### config.mk
export PLATFORM = sky130hd
export DESIGN_NAME = uart_tx_scheduler
export DESIGN_NICKNAME = d
export VERILOG_FILES = /design/src/rtl/uart_ctrl_pkg.sv /design/src/rtl/rr_arbiter.sv /design/src/rtl/uart_tx_scheduler.sv
export SDC_FILE = /design/constraint.sdc
export NUM_CORES = 1
export LEC_CHECK = 0
export ABC_AREA = 1
export CORE_AREA = 2 2 72 74
export CTS_BUF_LIST = sky130_fd_sc_hd__clkbuf_4 sky130_fd_sc_hd__clkbuf_8
export CTS_CLUSTER_DIAMETER = 120
export DETAILED_ROUTE_END_ITERATION = 8
export DIE_AREA = 0 0 74 76
export PLACE_DENSITY = 0.86
export SLEW_MARGIN = 0
export SYNTH_ARGS = -nofsm -noshare
export SYNTH_HDL_FRONTEND = slang
export SYNTH_SLANG_ARGS = --single-unit
### constraint.sdc
create_clock -name clk -period 4.4 [get_ports clk]
set_input_delay 0.66 -clock clk [delete_from_list [all_inputs] [get_ports clk]]
set_output_delay 0.66 -clock clk [all_outputs]
set_load 0.02 [all_outputs]
### src/rtl/uart_ctrl_pkg.sv
// ---------------------------------------------------------------------------
// uart_ctrl_pkg
// Shared definitions for the UART transmit scheduler:
//   - default requester count and transfer timeout
//   - width of the owner index (covers up to 8 requesters)
//   - scheduler FSM state encoding
//   - one-hot to index conversion helper
// ---------------------------------------------------------------------------
package uart_ctrl_pkg;

    localparam int NREQ_DEFAULT    = 4;
    localparam int TIMEOUT_DEFAULT = 4096;
    localparam int OWNER_W         = 3;

    typedef enum logic [1:0] {
        ST_IDLE,
        ST_SEND,
        ST_WAIT_DONE,
        ST_GAP
    } state_t;

    // Converts a one-hot vector (at most 8 requesters) into its bit index.
    // An all-zero input yields index 0.
    function automatic logic [OWNER_W-1:0] onehot_to_idx(input logic [7:0] oh);
        logic [OWNER_W-1:0] idx;
        idx = '0;
        for (int i = 0; i < 8; i++) begin
            if (oh[i]) idx |= OWNER_W'(i);
        end
        return idx;
    endfunction

endpackage

### src/rtl/rr_arbiter.sv
// ---------------------------------------------------------------------------
// rr_arbiter
// Purely combinational round-robin selector. The search starts at index
// ptr and wraps modulo NREQ; the first requester found wins.
// Ports:
//   req    [NREQ-1:0]     request vector
//   ptr    [OWNER_W-1:0]  index where the search begins
//   winner [NREQ-1:0]     one-hot winning requester (zero when none)
//   valid                 at least one request present
// ---------------------------------------------------------------------------
module rr_arbiter
    import uart_ctrl_pkg::*;
#(
    parameter int NREQ = NREQ_DEFAULT
) (
    input  logic [NREQ-1:0]    req,
    input  logic [OWNER_W-1:0] ptr,
    output logic [NREQ-1:0]    winner,
    output logic               valid
);

    always_comb begin
        int idx;
        // NOTE: every output of a combinational block gets a default first, so
        // no path leaves it unassigned and no latch is inferred.
        winner = '0;
        valid  = 1'b0;
        idx    = 0;
        for (int k = 0; k < NREQ; k++) begin
            idx = int'(ptr) + k;
            if (idx >= NREQ) idx = idx - NREQ;
            if (!valid && req[idx]) begin
                winner[idx] = 1'b1;
                valid       = 1'b1;
            end
        end
    end

endmodule

### src/rtl/uart_tx_scheduler.sv
// ---------------------------------------------------------------------------
// uart_tx_scheduler
// Shares one UART transmitter among NREQ requesters. Requests are arbitrated
// round-robin in IDLE only; the winner's byte is captured, sent with a held
// send strobe until the start bit appears, and the transfer completes on the
// rising edge of the transmitter's done flag. GAP waits for the done flag to
// fall so one long done pulse cannot complete two transfers. A watchdog
// aborts SEND or WAIT_DONE after TIMEOUT cycles.
// Ports:
//   clk                 system clock (also drives the transmitter baud divider)
//   rst                 asynchronous active-low reset
//   req   [NREQ-1:0]    per-requester request, held until its gnt pulse
//   data  [8*NREQ-1:0]  per-requester byte, slice i = data[8*i+7:8*i]
//   gnt   [NREQ-1:0]    one-cycle one-hot grant (byte captured at that edge)
//   done  [NREQ-1:0]    one-cycle one-hot completion
//   owner [2:0]         requester currently served
//   busy                high outside IDLE
//   timeout_err         one-cycle pulse on an aborted transfer
//   uart_send           send strobe to the transmitter (SEND only)
//   uart_dintx [7:0]    byte to the transmitter
//   uart_tx             transmitter serial line (start-bit detection)
//   uart_donetx         transmitter completion flag
// ---------------------------------------------------------------------------
module uart_tx_scheduler
    import uart_ctrl_pkg::*;
#(
    parameter int NREQ    = NREQ_DEFAULT,
    parameter int TIMEOUT = TIMEOUT_DEFAULT
) (
    input  logic                 clk,
    input  logic                 rst,
    input  logic [NREQ-1:0]      req,
    input  logic [8*NREQ-1:0]    data,
    output logic [NREQ-1:0]      gnt,
    output logic [NREQ-1:0]      done,
    output logic [OWNER_W-1:0]   owner,
    output logic                 busy,
    output logic                 timeout_err,
    output logic                 uart_send,
    output logic [7:0]           uart_dintx,
    input  logic                 uart_tx,
    input  logic                 uart_donetx
);

    localparam int CNT_W = $clog2(TIMEOUT + 1);

    state_t             state, state_d;
    logic [OWNER_W-1:0] rr_ptr;
    logic [CNT_W-1:0]   tmo_cnt;
    logic               donetx_q;

    logic [NREQ-1:0]    win_oh;
    logic               win_valid;
    logic [OWNER_W-1:0] win_idx;

    logic               grant_now;
    logic               done_now;
    logic               tmo_now;
    logic               cnt_clr;
    logic               done_rise;
    logic               tmo_hit;

    rr_arbiter #(
        .NREQ (NREQ)
    ) u_arb (
        .req    (req),
        .ptr    (rr_ptr),
        .winner (win_oh),
        .valid  (win_valid)
    );

    assign win_idx   = onehot_to_idx(8'(win_oh));
    assign done_rise = uart_donetx & ~donetx_q;
    // The counter reads TIMEOUT-1 during the TIMEOUT-th cycle in the state.
    assign tmo_hit   = (tmo_cnt == CNT_W'(TIMEOUT - 1));

    assign busy      = (state != ST_IDLE);
    assign uart_send = (state == ST_SEND);

    // NOTE: state and datapath registers use non-blocking assignments and an
    // asynchronous reset, so every flop updates from pre-edge values and the
    // reset takes effect without waiting for a clock.
    always_ff @(posedge clk or negedge rst) begin
        if (!rst) state <= ST_IDLE;
        else      state <= state_d;
    end

    always_comb begin
        state_d   = state;
        grant_now = 1'b0;
        done_now  = 1'b0;
        tmo_now   = 1'b0;
        cnt_clr   = 1'b0;
        case (state)
            ST_IDLE: begin
                if (win_valid) begin
                    grant_now = 1'b1;
                    cnt_clr   = 1'b1;
                    state_d   = ST_SEND;
                end
            end
            ST_SEND: begin
                // Start bit seen: the transmitter has taken the byte.
                if (!uart_tx) begin
                    cnt_clr = 1'b1;
                    state_d = ST_WAIT_DONE;
                end else if (tmo_hit) begin
                    tmo_now = 1'b1;
                    state_d = ST_GAP;
                end
            end
            ST_WAIT_DONE: begin
                if (done_rise) begin
                    done_now = 1'b1;
                    state_d  = ST_GAP;
                end else if (tmo_hit) begin
                    tmo_now = 1'b1;
                    state_d = ST_GAP;
                end
            end
            ST_GAP: begin
                if (!uart_donetx) state_d = ST_IDLE;
            end
            default: state_d = ST_IDLE;
        endcase
    end

    always_ff @(posedge clk or negedge rst) begin
        if (!rst) begin
            gnt         <= '0;
            done        <= '0;
            timeout_err <= 1'b0;
            owner       <= '0;
            uart_dintx  <= '0;
            rr_ptr      <= '0;
            tmo_cnt     <= '0;
            donetx_q    <= 1'b0;
        end else begin
            gnt         <= grant_now ? win_oh : '0;
            done        <= done_now ? (NREQ'(1) << owner) : '0;
            timeout_err <= tmo_now;
            donetx_q    <= uart_donetx;

            // Byte and owner are loaded only at grant, which keeps them stable
            // through SEND, WAIT_DONE and GAP.
            if (grant_now) begin
                owner      <= win_idx;
                uart_dintx <= data[8*win_idx +: 8];
                rr_ptr     <= (win_idx == OWNER_W'(NREQ - 1)) ? '0 : win_idx + 1'b1;
            end

            if (cnt_clr)
                tmo_cnt <= '0;
            else if (state == ST_SEND || state == ST_WAIT_DONE)
                tmo_cnt <= tmo_cnt + 1'b1;
        end
    end

endmodule
* Word-level counts from Yosys, hierarchy flattened
Index checks and enable logic that the tools add are counted.
** Cells by class
- Eq/ne operators :: 7
- Order comparisons :: 12
- Add/subtract/negate cells :: 9
- Reduce and logical (&&, ||, !) cells :: 15
- Mux-type cells :: 56
- Shift-type cells :: 2
- Bitwise gates (word level) :: 5
** Operators by type and width (count)
- >= comparator 32 x 1 -> 1 bit, second input constant :: 4
- less-than comparator 32 x 4 -> 1 bit, second input constant :: 4
- two-way mux 32 bit :: 4
- >= comparator 32 x 4 -> 1 bit, second input constant :: 3
- subtractor 32 x 4 -> 32 bit, second input constant :: 3
- variable part select 32 x 6 -> 8 bit :: 1
- two-way mux 13 bit :: 2
- two-way mux 1 bit :: 25
- two-way mux 4 bit :: 6
- two-way mux 2 bit :: 7
- adder 13 x 1 -> 13 bit, second input constant :: 1
- equality test 13 x 12 -> 1 bit, second input constant :: 1
- bitwise OR 4 bit :: 3
- adder 3 x 2 -> 4 bit, second input constant :: 2
- binary-select mux 1 bit (select 2 bit) :: 4
- demux 1 bit (select 2 bit) :: 4
- one-hot mux 2 bit (4 select lines) :: 1
- logical AND 1 bit :: 7
- equality test 2 bit, second input constant :: 3
- adder 3 x 1 -> 4 bit, second input constant :: 1
- one-hot mux 1 bit (2 select lines) :: 2
- nonzero test 2 bit :: 2
- left shift 1 x 3 -> 4 bit, first input constant :: 1
- subtractor 3 x 3 -> 4 bit, second input constant :: 1
- 12 further kinds :: 14
** Storage, ports and cells
- Bits in registers :: 39
- Word-level logic and storage cells :: 115
- Output and inout bits :: 22
- Bits of input ports :: 40

* Logic depth before layout (Yosys ltp)
Gate-level depths: netlist (run 1).
- Depth in word-level cells :: 20
- Mapped depth :: 18
- Mapped depth without buffers :: 16

* By module
A second synthesis (run 1) with hierarchy kept.
** Unflattened totals
- Cell total of the unflattened synthesis :: 348
- Area, all modules :: 2547.4 um^2
** Modules (own cells, without submodules)
- uart_tx_scheduler :: seq. area each 925.9 um^2, times used 1, area an instance 1966.9 um^2, cells each 254
- rr_arbiter :: seq. area each 0.0 um^2, times used 1, area an instance 580.6 um^2, cells each 94

* Worst setup path before layout (run 1)
No wires, ideal clock.
- Path kind :: register to register
- Start :: reg rr_ptr[0]
- End :: reg uart_dintx[6]
- Library setup time :: 116 ps
- Clock period less this slack :: 2178 ps
- Data required time :: 4284 ps
- Cell stages (with the launch flop) :: 19
- Buffers on the path :: 2
- Path slack :: 2222 ps
- Data arrival time :: 2062 ps
- Cell sequence :: dfrtp_1 > buf_6 > inv_6 > ha_1 > inv_1 > nand3_1 > nand2_1 > nand2_4 > nor2_4 > nand2_1 > nand2_1 > nor2_4 > nand2_4 > buf_6 > nor2_1 > nand2_1 > nand2_1 > nand2_1 > nand2_1
** On the way
- Cells in the longest elaborated chain, start to end :: 19
- Elaborated cells on any way between the ends :: 70
- Those cells by class :: add/sub (7); order compare (12); shift (1); mux (37); bitwise (3); reduce/logical (10)
** RTL lines
- start: declaration :: line uart_tx_scheduler.sv:48 : logic [OWNER_W-1:0] rr_ptr;
- start signal: assignment :: line uart_tx_scheduler.sv:149 : rr_ptr <= (win_idx == OWNER_W'(NREQ - 1)) ? '0 : win_idx + 1'b1;
- branches (longest 19 deep; another with subtractor 32 x 4 -> 32 bit)
- end signal: assignment :: line uart_tx_scheduler.sv:148 : uart_dintx <= data[8*win_idx +: 8];
- end: declaration :: line uart_tx_scheduler.sv:40 : output logic [7:0] uart_dintx,
Several ways; the timed one is not identified. The select of a mux whose other input is x is not followed.
A chain may end at the register's enable or synchronous reset.

* Worst setup path after layout (run 1)
- Start :: reg rr_ptr[0]
- End :: reg tmo_cnt[4]
** On the way
- Cells in the longest elaborated chain, start to end :: 18
- Elaborated cells on any way between the ends :: 41
- Those cells by class :: add/sub (7); order compare (4); mux (23); reduce/logical (7)
** RTL lines
- branches (longest 14 deep; another with subtractor 32 x 4 -> 32 bit)
- two-way mux 1 bit (*) :: line rr_arbiter.sv:32 : if (!valid && req[idx]) begin
- two-way mux 1 bit (*) :: line uart_tx_scheduler.sv:96 : if (win_valid) begin
- one-hot mux 1 bit (2 select lines) (*) :: line uart_tx_scheduler.sv:94 : case (state)
- two-way mux 13 bit or nonzero test 2 bit (tied branches)
- end signal: assignment :: line uart_tx_scheduler.sv:155 : tmo_cnt <= tmo_cnt + 1'b1;
- end: declaration :: line uart_tx_scheduler.sv:49 : logic [CNT_W-1:0] tmo_cnt;
Mark *: on every way between the ends. The select of a mux whose other input is x is not followed.

==> results of run 1 <==
-- registers in the layout (all words and copies together), names as in the netlist --
name and flops:
state 2, done 4, donetx_q 1, rr_ptr 2, gnt 4, timeout_err 1
owner 2, tmo_cnt 13, uart_dintx 8
-- how the worst max path moves through the flow --
stage | startpoint | endpoint | slack [ns] | depth (start not counted)
floorplan | rr_ptr[0]$_DFFE_PN0P_ | uart_dintx[6]$_DFFE_PN0P_ | 2.22 | 18
global placement | req[1] | tmo_cnt[4]$_DFFE_PN0P_ | 1.36 | 13
detailed placement | req[1] | tmo_cnt[4]$_DFFE_PN0P_ | 1.17 | 13
CTS | rr_ptr[0]$_DFFE_PN0P_ | tmo_cnt[4]$_DFFE_PN0P_ | 1.25 | 14
global route | rr_ptr[0]$_DFFE_PN0P_ | tmo_cnt[4]$_DFFE_PN0P_ | 0.89 | 14
finish | rr_ptr[0]$_DFFE_PN0P_ | tmo_cnt[4]$_DFFE_PN0P_ | 1.22 | 14
-- synthesized netlist by cell type --
master	number	area, um^2
nand2_1	86	323
inv_1	54	203
nor2_1	38	143
dfrtp_1	37	926
nand3_1	31	155
ha_1	14	175
nand2_2	13	81.3
nand3_2	10	100
a21oi_1	8	40.0
nor3_1	8	40.0
nand2_4	7	78.8
o21ai_0	6	30.0
xor2_1	6	52.6
nor2_4	4	45.0
buf_6	3	33.8
clkbuf_1	3	11.3
nand4_1	3	18.8
a31oi_1	2	12.5
o21a_1	2	15.0
xnor2_1	2	17.5
a2111oi_0	1	8.76
and3_1	1	6.26
buf_12	1	20.0
buf_2	1	5.00
buf_4	1	7.51
clkinv_1	1	3.75
conb_1	1	3.75
inv_6	1	8.76
nand3_4	1	17.5
nor2_2	1	6.26
o221ai_1	1	8.76
o41ai_1	1	8.76
or2_2	1	6.26
-- power groups by stage --
stage	logic [uW]	clock network [uW]	registers [uW]
5_1_grt	1790	380	527
2_1_floorplan	1230	0	567
3_3_place_gp	1550	0	517
6_report	1600	356	513
4_1_cts	1600	364	515
3_5_place_dp	1590	0	519
-- metal layers --
layer | vias up | routed length, um
li1 | 1195 | -
met1 | 1065 | 2420
met2 | 77 | 2750
met3 | 7 | 360
met4 | 0 | 86
met5 | - | 0
-- per-stage QoR --
stage	setup slack [ns]	instances	total power (uW)	hold WS [ns]	utilization
after floorplan	2.22	350	1800	0.364	-
after global placement	1.36	471	2070	0.467	0.655
after detailed placement	1.17	471	2110	0.474	0.655
after CTS	1.25	479	2480	0.454	0.683
after global routing	0.890	479	2700	0.499	0.683
final	1.22	479	2470	0.436	0.683
-- final cells by class --
| type | instances | share of cell area |
|---|---|---|
| Inverter | 56 | 0.0641 |
| Clock inverter | 3 | 0.0205 |
| Clock buffer | 5 | 0.0205 |
| Sequential cell | 37 | 0.276 |
| Tap cell | 70 | 0.0261 |
| Multi-Input combinational cell | 248 | 0.415 |
| Timing Repair Buffer | 60 | 0.177 |
-- cells by family after synthesis --
kind of cell             Yosys count  synth area share
buffers and inverters             65             0.112
other                              1           0.00144
flip-flops                        37             0.354
AND/OR/NAND/NOR                  204             0.391
AO/OA/AOI/OAI                     21            0.0474
XOR/XNOR                           8            0.0268
adder cells (fa/ha/maj)           14            0.0671
==> flow_summary.yaml, run 1 <==
detailed_routing:
  dr.pass1.iters: 4
  ant_nets: 0
  vias: 2344
  vias_per_cell: 4.89
  post-route-drc-count: 0
  drt_iter0_drc: 161
  wl_per_cell_um: 11.7
  wl_um: 5620
sta:
  finClkSkew_ns: 0.00551
  period_share: 0.722
  final.min_clock_period_ns: 3.18
  relSlewSlack: 0.484
  rsz0062_at_grt: "false"
  clock.fmax_mhz: 315
  slew_viol_final: 0
  hold_viol: 0
  finalSetupViolCount: 0
  final.setup.tns_ns: 0
  tightest_slew_ns: 0.774
synth:
  yosys_warnings: 0
  synth_cells: 350
  syn_area_um2: 2610
  syn_nets: 404
  synth.avg_cell_area_um2: 7.46
  yosysUniqueCellTypes: 33
  seq_area_frac_synth: 0.354
  synth-seq-cells: 37
finish:
  drive_gt1_frac: 0.115
  fin_nets: 462
  multiInputGateArea_um2: 1390
  final_cell_mix: "nand2_1, clkdlybuf4s50_1, inv_1"
  fillers: 384
  regArea_um2: 926
  diodes: 0
  postLayoutCellArea_um2: 3360
  area_growth_pct: 28.4
  final_common_cell: "nand2_1"
critical_path:
  crit_chain: "inv_6, ha_1, inv_1, nand3_1, nand2_1, nand2_4, nor2_2, nand2_1, nand2_1, nand2_1, nor2_1, inv_1, a21oi_1, nor3_1"
  worstPathRequired_ns: 4.56
  critPathMaxFanout: 14
  endpoint_kind: "register"
  cp_top_family: "simple AND/OR/NAND/NOR gates"
  max_stage_delay_ns: 0.67
  critical_path_class: "register to register"
  critical_path_arrival_ns: 3.34
  cp_common_cell: "nand2_1"
  r2r_slack_ns: 1.22
  worst_r2r_path_depth: 14
  cp_num_buf_inv: 3
  r2r-start: "rr_ptr[0]$_DFFE_PN0P_"
  crit_path_top_delay_cell: "dfrtp_1"
  cp-start-kind: "register"
  r2r_end: "tmo_cnt[4]$_DFFE_PN0P_"
clock_network:
  clkTransAtPathRegs_ns: 0.07
  cts_tree: "built"
  htree_levels: 2
  post-cts-setup-buffers: 0
  ctsHoldBuffers: 0
  cts_made_buffers: 5
  cts_sinks: 37
  cts_buffer_depth: 2
  cts.repair.resized: 0
  clkLatencyLatePin_ns: 0.30
  cts_root_buffer: "clkbuf_8"
global_route:
  grt_pass1_wl_um: 9820
  grt_use_met3: 0.0728
  grt_usage: 0.223
  top_usage_layer: "met2"
  globalRoute.totalOverflow: 0
  grt_max_degree: 38
  use_met2: 0.361
  first_global_vias: 2243
  grt.met1_usage: 0.275
  antenna_found_initial: 0
power:
  p_switching_uw: 1240
  p_comb_frac: 0.648
  p_leak_uw: 0.00170
  power_density_nw_per_um2: 735
  switching_share: 0.504
  clockPowerShare: 0.144
  seqPwrFrac: 0.208
  ir_drop_v: 0.000528
  p_int_uw: 1220
placement:
  place_area_um2: 3220
  portBuffers: 60
  dp_hpwl_um: 4400
  gp_congestion: 0.860
floorplan:
  ios: 62
  rows: 26
  die_y_um: 76
  start_util: 0.532
  core_um2: 4910
  dieArea_um2: 5620
  die_w_um: 74
worst_hold_path:
  hold_path.class: "input pin to asynchronous set/reset pin"
run_status:
  status: "complete, no violations"
job:
  drv_cap: 0
Note: power is estimated with default switching activity, not from simulation.
==> inputs of run 2 (changes only) <==
--- a/config.mk
+++ b/config.mk
@@ -6,12 +6,12 @@
 export NUM_CORES = 1
 export LEC_CHECK = 0
 export ABC_AREA = 1
-export CORE_AREA = 2 2 72 74
+export CORE_AREA = 2 2 74 76
 export CTS_BUF_LIST = sky130_fd_sc_hd__clkbuf_4 sky130_fd_sc_hd__clkbuf_8
 export CTS_CLUSTER_DIAMETER = 120
 export DETAILED_ROUTE_END_ITERATION = 8
-export DIE_AREA = 0 0 74 76
-export PLACE_DENSITY = 0.86
+export DIE_AREA = 0 0 76 78
+export PLACE_DENSITY = 0.82
 export SLEW_MARGIN = 0
 export SYNTH_ARGS = -nofsm -noshare
 export SYNTH_HDL_FRONTEND = slang
==> constraint.sdc (replaced) <==
create_clock -name clk -period 2.94 [get_ports clk]
set_input_delay 0.441 -clock clk [delete_from_list [all_inputs] [get_ports clk]]
set_output_delay 0.441 -clock clk [all_outputs]
set_load 0.02 [all_outputs]
==> run 2 against run 1 <==
Compared with the run above:
- register-to-register slack worse by 0.89 ns
- via count rose by 1.0%
- final area rose by 0.15%
- routed wire length rose by 4.8%
- utilization down 1.7 points
- first-iteration DRC count is 30% lower
- final cell count increased by 0.63%
- sequential share of layout area hardly changed
- highest routed layer unchanged
==> flow_summary.yaml, run 2 (same netlist as run 1, synthesis figures left out) <==
clock_network:
  cts_root_buffer: "clkbuf_8"
  cts_buffer_depth: 2
  clkTransAtPathRegs_ns: 0.07
  ctsHoldBuffers: 0
  clkLatencyLatePin_ns: 0.29
  cts_tree: "built"
  cts.repair.resized: 0
  htree_levels: 2
  post-cts-setup-buffers: 0
  cts_sinks: 37
  cts_made_buffers: 5
floorplan:
  die_w_um: 76
  start_util: 0.518
  rows: 26
  dieArea_um2: 5930
  die_y_um: 78
  core_um2: 5040
  ios: 62
finish:
  largest_reg_flops: 13
  regMostFlops: "tmo_cnt"
  instances_no_fill: 482
  final_common_cell: "nand2_1"
  multiInputGateArea_um2: 1390
  fin_nets: 465
  top_regs: "tmo_cnt (13), uart_dintx (8)"
  area_growth_pct: 28.6
  final_cell_mix: "nand2_1, clkdlybuf4s50_1, inv_1"
  fillers: 432
  drive_gt1_frac: 0.121
  diodes: 0
  regArea_um2: 926
detailed_routing:
  wl_um: 5900
  vias: 2368
  dr.pass1.iters: 4
  wl_per_cell_um: 12.2
  post-route-drc-count: 0
  ant_nets: 0
  drt_iter0_drc: 112
  vias_per_cell: 4.91
placement:
  dp_cells: 474
  dp_hpwl_um: 4500
  pre_cts_ws_ns: 0.339
  gp_congestion: 0.921
  portBuffers: 60
sta:
  rsz0062_at_grt: "false"
  period_share: 0.887
  hold_viol: 0
  final.setup.tns_ns: 0
  slew_viol_final: 0
  worst_slack_ns: 0.333
  tightest_slew_ns: 0.813
  final.min_clock_period_ns: 2.61
  relSlewSlack: 0.458
  clock.fmax_mhz: 384
  finalSetupViolCount: 0
  finClkSkew_ns: 0.00411
power:
  ir_drop_v: 0.000619
  p_comb_frac: 0.668
  seqPwrFrac: 0.204
  switching_share: 0.507
  p_switching_uw: 1860
  power_density_nw_per_um2: 1090
  clockPowerShare: 0.128
  p_total_uw: 3670
  p_int_uw: 1810
  p_leak_uw: 0.00170
global_route:
  first_global_vias: 2356
  grt_pass1_wl_um: 10400
  grt_usage: 0.215
  globalRoute.totalOverflow: 0
  antenna_found_initial: 0
  grt_max_degree: 38
critical_path:
  worst_r2r_path_depth: 14
  worstPathRequired_ns: 3.18
  cp_top_family: "simple AND/OR/NAND/NOR gates"
  crit_path_top_delay_cell: "dfrtp_1"
  cp-start-kind: "register"
  cp_common_cell: "nand2_1"
  critPathMaxFanout: 17
  cp_num_buf_inv: 2
  critical_path_arrival_ns: 2.84
  critical_path_class: "register to register"
  max_stage_delay_ns: 0.50
  critical_path_depth: 14
  endpoint_kind: "register"
  crit_chain: "inv_1, ha_1, inv_1, nand3_1, nand2_1, nand4_1, nor2_1, nor2_4, nand2_4, nor2_1, nand2_1, nand2_1, nand2_1, nand2_1"
worst_hold_path:
  hold_path.class: "input pin to asynchronous set/reset pin"
run_status:
  status: "complete, no violations"
job:
  drv_cap: 0
[run 2: cell types whose count changed in the layout (fill, tap and decap cells not counted), sizes merged]
cell / previous run / this run
buf: 1 / 4
bufinv: 2 / 1
inv: 56 / 55
clkbuf: 5 / 7
[run 2: worst paths after layout]
path | start | end | slack [ns]
worst max-delay path | rr_ptr[1]$_DFFE_PN0P_ | uart_dintx[3]$_DFFE_PN0P_ | 0.33
worst min-delay path | rst | donetx_q$_DFF_PN0_ | 0.23
worst max register to register | rr_ptr[1]$_DFFE_PN0P_ | uart_dintx[3]$_DFFE_PN0P_ | 0.33
worst min register to register | uart_dintx[2]$_DFFE_PN0P_ | uart_dintx[2]$_DFFE_PN0P_ | 0.49
max in group asynchronous | rst | rr_ptr[1]$_DFFE_PN0P_ | 2.19
min in group clk | uart_dintx[2]$_DFFE_PN0P_ | uart_dintx[2]$_DFFE_PN0P_ | 0.49
[run 2: final cells by class]
| class | instances | area share |
|---|---|---|
| multi-input cells | 248 | 0.415 |
| flip-flops and latches | 37 | 0.276 |
| repair buffers | 63 | 0.184 |
| inverters | 56 | 0.0640 |
| clock buffers | 7 | 0.0268 |
| well taps | 70 | 0.0261 |
| clock inverters | 1 | 0.00894 |
[run 2: power by group through the flow]
stage	Combinational, uW	Clock [uW]	Sequential [uW]
CTS	2460	483	750
detailed placement	2440	0	756
global route	2750	502	765
global placement	2380	0	755
floorplan	1840	0	849
finish	2450	472	748
[run 2: worst reg2reg max path, cell delays in order (launching register included)]
cell	delay, ns
dfrtp_1	0.50
inv_1	0.18
ha_1	0.39
inv_1	0.10
nand3_1	0.09
nand2_1	0.10
nand4_1	0.16
nor2_1	0.09
nor2_4	0.32
nand2_4	0.22
nor2_1	0.16
nand2_1	0.06
nand2_1	0.07
nand2_1	0.05
nand2_1	0.07
[run 2: layer usage]
layer	vias to the layer above	track usage	wire, um
met3	14	0.0419	366
met1	1061	0.264	2470
met4	0	0.0836	102
met5	-	0	0
met2	94	0.375	2960
li1	1199	-	-
[run 2: stage by stage]
step / hold WS, ns / area, um^2 / utilization
after floorplan: 0.145 / 2610 / -
after global placement: 0.464 / 3240 / 0.643
after detailed placement: 0.469 / 3240 / 0.643
after CTS: 0.270 / 3360 / 0.667
after global routing: 0.315 / 3360 / 0.667
final: 0.234 / 3360 / 0.667
